<file path="src/rtl/core_ex_muldiv_seq_if.sv">
// Handshake bundle between the EX stage and the multi-cycle mul/div unit.
// Slave is the execution unit; master is the EX-stage control.
interface core_ex_muldiv_seq_if #(
  parameter int XLEN = 32
);
  logic            i_valid;
  logic            o_ready;
  logic [2:0]      i_funct3;
  logic [XLEN-1:0] i_in1;
  logic [XLEN-1:0] i_in2;
  logic            i_flush;
  logic            o_valid;
  logic            i_ready;
  logic [XLEN-1:0] o_result;
  logic            o_busy;

  modport slave (
    input  i_valid, i_funct3, i_in1, i_in2, i_flush, i_ready,
    output o_ready, o_valid, o_result, o_busy
  );

  modport master (
    output i_valid, i_funct3, i_in1, i_in2, i_flush, i_ready,
    input  o_ready, o_valid, o_result, o_busy
  );
endinterface

</file>
<file path="src/rtl/core_ex_muldiv_seq.sv">
// Multi-cycle RV32M/RV64M multiply/divide unit: latency-configurable multiply,
// restoring radix-2/4 divider, single-cycle fast paths for /0 and signed overflow.
module core_ex_muldiv_seq #(
  parameter int XLEN               = 32,
  parameter int MUL_CYCLES         = 2,
  parameter int DIV_BITS_PER_CYCLE = 1
) (
  input  logic                 i_clk,
  input  logic                 i_rst_n,
  core_ex_muldiv_seq_if.slave  bus
);

  localparam int ITERS    = XLEN / DIV_BITS_PER_CYCLE;
  localparam int CNT_W    = $clog2(ITERS + 1);
  localparam int MUL_LAST = (MUL_CYCLES > 1) ? MUL_CYCLES - 2 : 0;

  localparam logic [1:0] S_IDLE = 2'd0;
  localparam logic [1:0] S_MUL  = 2'd1;
  localparam logic [1:0] S_DIV  = 2'd2;
  localparam logic [1:0] S_DONE = 2'd3;

  localparam logic [XLEN-1:0] MOST_NEG = {1'b1, {(XLEN-1){1'b0}}};

  typedef struct packed {
    logic [2:0]      funct3;
    logic [XLEN-1:0] in1;
    logic [XLEN-1:0] in2;
  } req_t;

  req_t req;
  assign req = '{funct3: bus.i_funct3, in1: bus.i_in1, in2: bus.i_in2};

  logic [1:0]      state_q, state_d;
  logic [CNT_W-1:0] cnt_q, cnt_d;
  logic [2:0]      f3_q, f3_d;
  // a_q: multiplicand, or dividend magnitude shifting into the quotient
  logic [XLEN-1:0] a_q, a_d;
  logic [XLEN-1:0] b_q, b_d;
  logic [XLEN:0]   rem_q, rem_d;
  logic            negq_q, negq_d;
  logic            negr_q, negr_d;
  logic [XLEN-1:0] res_q, res_d;

  // Multiplier: operands come straight from the request when MUL_CYCLES==1
  logic [XLEN-1:0]   mul_a, mul_b;
  logic [2:0]        mul_f3;
  logic              mul_a_sgn, mul_b_sgn;
  logic [2*XLEN-1:0] mul_ax, mul_bx, mul_prod;
  logic [XLEN-1:0]   mul_res;

  always_comb begin
    mul_a     = (state_q == S_IDLE) ? req.in1    : a_q;
    mul_b     = (state_q == S_IDLE) ? req.in2    : b_q;
    mul_f3    = (state_q == S_IDLE) ? req.funct3 : f3_q;
    mul_a_sgn = (mul_f3 == 3'd1) || (mul_f3 == 3'd2);
    mul_b_sgn = (mul_f3 == 3'd1);
    mul_ax    = {{XLEN{mul_a_sgn & mul_a[XLEN-1]}}, mul_a};
    mul_bx    = {{XLEN{mul_b_sgn & mul_b[XLEN-1]}}, mul_b};
    mul_prod  = mul_ax * mul_bx;
    mul_res   = (mul_f3 == 3'd0) ? mul_prod[XLEN-1:0] : mul_prod[2*XLEN-1:XLEN];
  end

  // Restoring divider step, DIV_BITS_PER_CYCLE quotient bits per clock
  logic [XLEN-1:0] dq;
  logic [XLEN:0]   dr;
  logic [XLEN-1:0] q_fix, r_fix;

  always_comb begin
    dq = a_q;
    dr = rem_q;
    for (int i = 0; i < DIV_BITS_PER_CYCLE; i++) begin
      dr = {dr[XLEN-1:0], dq[XLEN-1]};
      dq = {dq[XLEN-2:0], 1'b0};
      if (dr >= {1'b0, b_q}) begin
        dr    = dr - {1'b0, b_q};
        dq[0] = 1'b1;
      end
    end
    q_fix = negq_q ? -dq : dq;
    r_fix = negr_q ? -dr[XLEN-1:0] : dr[XLEN-1:0];
  end

  logic div_sgn, div_zero, div_ovf;
  assign div_sgn  = ~req.funct3[0];
  assign div_zero = (req.in2 == '0);
  assign div_ovf  = div_sgn && (req.in1 == MOST_NEG) && (req.in2 == '1);

  always_comb begin
    state_d = state_q;
    cnt_d   = cnt_q;
    f3_d    = f3_q;
    a_d     = a_q;
    b_d     = b_q;
    rem_d   = rem_q;
    negq_d  = negq_q;
    negr_d  = negr_q;
    res_d   = res_q;
    case (state_q)
      S_IDLE: begin
        if (bus.i_valid && !bus.i_flush) begin
          f3_d  = req.funct3;
          cnt_d = '0;
          rem_d = '0;
          if (!req.funct3[2]) begin
            a_d = req.in1;
            b_d = req.in2;
            if (MUL_CYCLES == 1) begin
              res_d   = mul_res;
              state_d = S_DONE;
            end else begin
              state_d = S_MUL;
            end
          end else if (div_zero) begin
            res_d   = req.funct3[1] ? req.in1 : '1;
            state_d = S_DONE;
          end else if (div_ovf) begin
            res_d   = req.funct3[1] ? '0 : MOST_NEG;
            state_d = S_DONE;
          end else begin
            a_d     = (div_sgn && req.in1[XLEN-1]) ? -req.in1 : req.in1;
            b_d     = (div_sgn && req.in2[XLEN-1]) ? -req.in2 : req.in2;
            negq_d  = div_sgn && (req.in1[XLEN-1] ^ req.in2[XLEN-1]);
            negr_d  = div_sgn && req.in1[XLEN-1];
            state_d = S_DIV;
          end
        end
      end
      S_MUL: begin
        if (bus.i_flush) begin
          state_d = S_IDLE;
        end else if (cnt_q == CNT_W'(MUL_LAST)) begin
          res_d   = mul_res;
          state_d = S_DONE;
        end else begin
          cnt_d = cnt_q + CNT_W'(1);
        end
      end
      S_DIV: begin
        if (bus.i_flush) begin
          state_d = S_IDLE;
        end else begin
          a_d   = dq;
          rem_d = dr;
          cnt_d = cnt_q + CNT_W'(1);
          // Sign correction folds into the last iteration to hit ITERS+1 latency
          if (cnt_q == CNT_W'(ITERS - 1)) begin
            res_d   = f3_q[1] ? r_fix : q_fix;
            state_d = S_DONE;
          end
        end
      end
      default: begin
        if (bus.i_flush || bus.i_ready) state_d = S_IDLE;
      end
    endcase
  end

  always_ff @(posedge i_clk or negedge i_rst_n) begin
    if (!i_rst_n) begin
      state_q <= S_IDLE;
      cnt_q   <= '0;
      f3_q    <= '0;
      a_q     <= '0;
      b_q     <= '0;
      rem_q   <= '0;
      negq_q  <= 1'b0;
      negr_q  <= 1'b0;
      res_q   <= '0;
    end else begin
      state_q <= state_d;
      cnt_q   <= cnt_d;
      f3_q    <= f3_d;
      a_q     <= a_d;
      b_q     <= b_d;
      rem_q   <= rem_d;
      negq_q  <= negq_d;
      negr_q  <= negr_d;
      res_q   <= res_d;
    end
  end

  assign bus.o_ready  = (state_q == S_IDLE);
  assign bus.o_busy   = (state_q != S_IDLE);
  assign bus.o_valid  = (state_q == S_DONE);
  assign bus.o_result = res_q;

endmodule

</file>
<file path="src/flat_wrapper.sv">
// flat-port wrapper written by rule: the top's interface ports become plain ports
module core_ex_muldiv_seq_flat 
#(
  parameter int XLEN               = 32,
  parameter int MUL_CYCLES         = 2,
  parameter int DIV_BITS_PER_CYCLE = 1
)
  (i_clk, i_rst_n, bus_i_valid, bus_i_funct3, bus_i_in1, bus_i_in2, bus_i_flush, bus_i_ready, bus_o_ready, bus_o_valid, bus_o_result, bus_o_busy);
  core_ex_muldiv_seq_if #(.XLEN(XLEN)) bus_i ();
  input  logic i_clk;
  input  logic i_rst_n;
  input wire logic [$bits(bus_i.i_valid)-1:0] bus_i_valid;
  input wire logic [$bits(bus_i.i_funct3)-1:0] bus_i_funct3;
  input wire logic [$bits(bus_i.i_in1)-1:0] bus_i_in1;
  input wire logic [$bits(bus_i.i_in2)-1:0] bus_i_in2;
  input wire logic [$bits(bus_i.i_flush)-1:0] bus_i_flush;
  input wire logic [$bits(bus_i.i_ready)-1:0] bus_i_ready;
  output wire logic [$bits(bus_i.o_ready)-1:0] bus_o_ready;
  output wire logic [$bits(bus_i.o_valid)-1:0] bus_o_valid;
  output wire logic [$bits(bus_i.o_result)-1:0] bus_o_result;
  output wire logic [$bits(bus_i.o_busy)-1:0] bus_o_busy;
  assign bus_i.i_valid = bus_i_valid;
  assign bus_i.i_funct3 = bus_i_funct3;
  assign bus_i.i_in1 = bus_i_in1;
  assign bus_i.i_in2 = bus_i_in2;
  assign bus_i.i_flush = bus_i_flush;
  assign bus_i.i_ready = bus_i_ready;
  assign bus_o_ready = bus_i.o_ready;
  assign bus_o_valid = bus_i.o_valid;
  assign bus_o_result = bus_i.o_result;
  assign bus_o_busy = bus_i.o_busy;
  core_ex_muldiv_seq #(.XLEN(XLEN), .MUL_CYCLES(MUL_CYCLES), .DIV_BITS_PER_CYCLE(DIV_BITS_PER_CYCLE)) u_core (.i_clk(i_clk), .i_rst_n(i_rst_n), .bus(bus_i));
endmodule
</file>
<file path="config.mk">
export PLATFORM = sky130hd
export DESIGN_NAME = core_ex_muldiv_seq_flat
export DESIGN_NICKNAME = d
export VERILOG_FILES = /design/src/rtl/core_ex_muldiv_seq_if.sv /design/src/rtl/core_ex_muldiv_seq.sv /design/src/flat_wrapper.sv
export SDC_FILE = /design/constraint.sdc
export NUM_CORES = 2
export LEC_CHECK = 0
export ABC_AREA = 1
export ABC_CLOCK_PERIOD_IN_PS = 9350
export CAP_MARGIN = 20
export CORE_UTILIZATION = 60
export CTS_CLUSTER_DIAMETER = 80
export DETAILED_ROUTE_END_ITERATION = 16
export PLACE_DENSITY_LB_ADDON = 0.05
export SLEW_MARGIN = 20
export SYNTH_ARGS = -nofsm -noshare
export SYNTH_HDL_FRONTEND = slang
export SYNTH_SLANG_ARGS = --single-unit
</file>
<file path="constraint.sdc">
create_clock -name i_clk -period 9.35 [get_ports i_clk]
set_input_delay 1.4025 -clock i_clk [delete_from_list [all_inputs] [get_ports i_clk]]
set_output_delay 1.4025 -clock i_clk [all_outputs]
set_load 0.1 [all_outputs]
</file>
==> flow_summary.yaml <==
sta:
  final.setup_skew_ns: 0.01368
  period_share_pct: 99.49
  layout_setup_ws_ns: 0.04774
  tns_ns: 0
  max_slew.worst_pin.slew_ns: 1.110
  finalHoldViolations: 0
  maxClockFrequency_mhz: 107.5
  period_needed_ns: 9.302
  slew_headroom_pct: 25.31
  setup_viol: 0
  drv_slew: 0
synthesis:
  synth_nets: 8356
  syn_inst: 6903
  synth_ff_type: "dfrtp_1"
  synth-async-reset-ratio_pct: 100.0
  synth_top_area_cell: "fa_1"
  syn_area_per_cell_um2: 7.565
  ys_types: 58
  yosysWarnings: 0
  seq_area_frac_synth_pct: 6.757
  synth_top_area_share_pct: 43.17
  synth_area_leaders: "fa_1, inv_1, nand2_1"
  synth_seq_cells: 141
  synth-edff-count: 0
  netlist_area_um2: 52220
global_route:
  antenna_found_initial: 8
  grt_max_degree: 77
  grt_use_total_pct: 44.89
  grt-ovfl-total: 0
  grt_pass1_wl_um: 295500
  grt_pass1_vias: 49690
cts:
  clockBufferDepth: 2
  cts_made_buffers: 17
  clkSinkCount: 141
  clockRootBuffer: "clkbuf_16"
  cts_tree: "done"
  clk_latency_ns: 0.47
  htree_levels: 4
  clk_pin_slew_ns: 0.07
placement:
  dp_cells: 8617
  place_congestion: 1.084
  pre_cts_ws_ns: -1.132
  placed_area_um2: 60050
  hpwl_um: 167900
  io_buffers: 106
critical_path:
  crit_start: "bus_i_in1[25]"
  regToRegStartpoint: "u_core.state_q[0]"
  rr_endpoint: "u_core.bus.o_result[23]"
  start_kind: "input port"
  cpPeakStageDelay_ns: 0.62
  crit_fanout: 6
  timing.critical_path.mode_cell: "fa_1"
  reg2reg_depth: 37
  worstSetupEndpointType: "register"
  critPathRequiredTime_ns: 9.71
  arrival_ns: 9.66
  worst-setup-path-type: "input port to register"
  cp_slowest_cell: "fa_1"
  r2r_slack_ns: 0.23
detailed_routing:
  drtIter0Drc: 5302
  first_pass_iters: 7
  antenna_left: 0
  wirelength_um: 195600
  vias: 49330
  route.detailed.drc: 0
  vias_per_cell: 5.687
  wl_per_cell_um: 22.56
worst_hold_path:
  worst_hold_path_type: "register to register"
  min-delay-start: "u_core.bus.o_result[11]"
  hold_end: "u_core.bus.o_result[11]"
  hold_depth: 2
finish:
  layout_commonest_cell: "inv_1"
  drive_gt1_share_pct: 15.13
  syn_to_final_growth_pct: 18.76
  final_cells: 8674
  nNetsFinal: 8966
  most-common-layout-cells: "inv_1, nand2_1, fa_1"
  stdcell_area_um2: 62010
floorplan:
  core_um2: 85680
  die_w_um: 297.0
  num_rows: 107
  die_h_um: 297.0
  initial_core_util_pct: 60.94
  io_pins: 107
  dieArea_um2: 88210
outcome:
  status: "finished clean"
run:
  cap_viol_max_count: 0
==> layout make-up <==
type / instances / area (um2)
Antenna cell: 4 / 10.01
Clock buffer: 23 / 498.0
Clock inverter: 9 / 83.83
Fill cell: 7044 / 23670
Inverter: 1686 / 6351
Multi-Input combinational cell: 4813 / 42470
Sequential cell: 141 / 3528
Tap cell: 1144 / 1431
Timing Repair Buffer: 854 / 7644
==> state kept, by name (all words and copies together), names as in the netlist <==
register,count
u_core.a_q,32
u_core.b_q,32
u_core.bus.o_result,32
u_core.cnt_q,6
u_core.f3_q,3
u_core.negq_q,1
u_core.negr_q,1
u_core.rem_q,32
u_core.state_q,2
==> worst max-delay path by stage <==
stage	endpoint	slack, ns
3_5_place_dp	u_core.bus.o_result[30]	-1.13
6_report	u_core.bus.o_result[23]	0.05
5_1_grt	u_core.bus.o_result[23]	-0.09
2_1_floorplan	u_core.bus.o_result[29]	0.02
4_1_cts	u_core.bus.o_result[30]	-0.01
3_3_place_gp	u_core.bus.o_result[30]	-1.00
==> cells by family (layout without fill, tap and decap cells) <==
| logic type | count (synthesis) | count (layout) | share of synthesized area [%] |
|---|---|---|---|
| other | 0 | 4 | 0 |
| flip-flops | 141 | 141 | 6.757 |
| XOR/XNOR | 98 | 98 | 1.644 |
| buffers and inverters | 1949 | 2572 | 14.15 |
| AND/OR/NAND/NOR | 2654 | 2654 | 20.85 |
| AO/OA/AOI/OAI | 680 | 680 | 7.320 |
| adder cells (fa/ha/maj) | 1381 | 1381 | 49.28 |
==> per-stage QoR <==
stage / hold slack [ns] / util [%]
after CTS: 0.4812 / 70.98
after global routing: 0.5032 / 72.37
after global placement: 0.4644 / 70.08
final: 0.4776 / 72.38
after floorplan: 0.4478 / -
after detailed placement: 0.4657 / 70.08
==> Yosys cell counts (20+ instances only) <==
master,n
ha_1,255
nand2_2,39
inv_1,1648
o211ai_1,42
fa_1,1126
nor2_1,632
xnor2_1,34
nand2_1,1589
nand4_1,43
a31oi_1,28
xor2_1,64
clkbuf_1,232
nor3_1,41
nand3_1,214
o21ai_0,246
o21ai_1,46
clkinv_1,20
o22ai_1,38
a21oi_1,206
dfrtp_1,141
==> layer usage <==
| metal | part of all wire [%] | routed length, um | vias up | global-route usage, % |
|---|---|---|---|---|
| met4 | 7.7 | 15010 | 12 | 26.69 |
| met2 | 43 | 84350 | 2907 | 67.06 |
| met5 | 0.061 | 119 | - | 0 |
| met3 | 13 | 24520 | 687 | 12.42 |
| met1 | 37 | 71640 | 24130 | 58.61 |
| li1 | - | - | 21600 | - |
==> timing repair <==
item                                    CTS  global route
endpoints found under the setup margin   23            32
gates resized for setup                  47           251
buffers inserted                          3            22
pin swaps                                17            80
hold buffers                              0             0
gates cloned                              0             1
==> critical path: cells and delay by family <==
kind,cells,cell delay [ns]
buffers and inverters,9,1.59
AO/OA/AOI/OAI,9,1.56
adder cells (fa/ha/maj),9,4.38
AND/OR/NAND/NOR,6,0.69
Power is left out: the tool's default activity adds up to more than one toggle a clock period on the data nets, which glitch-free logic cannot reach.
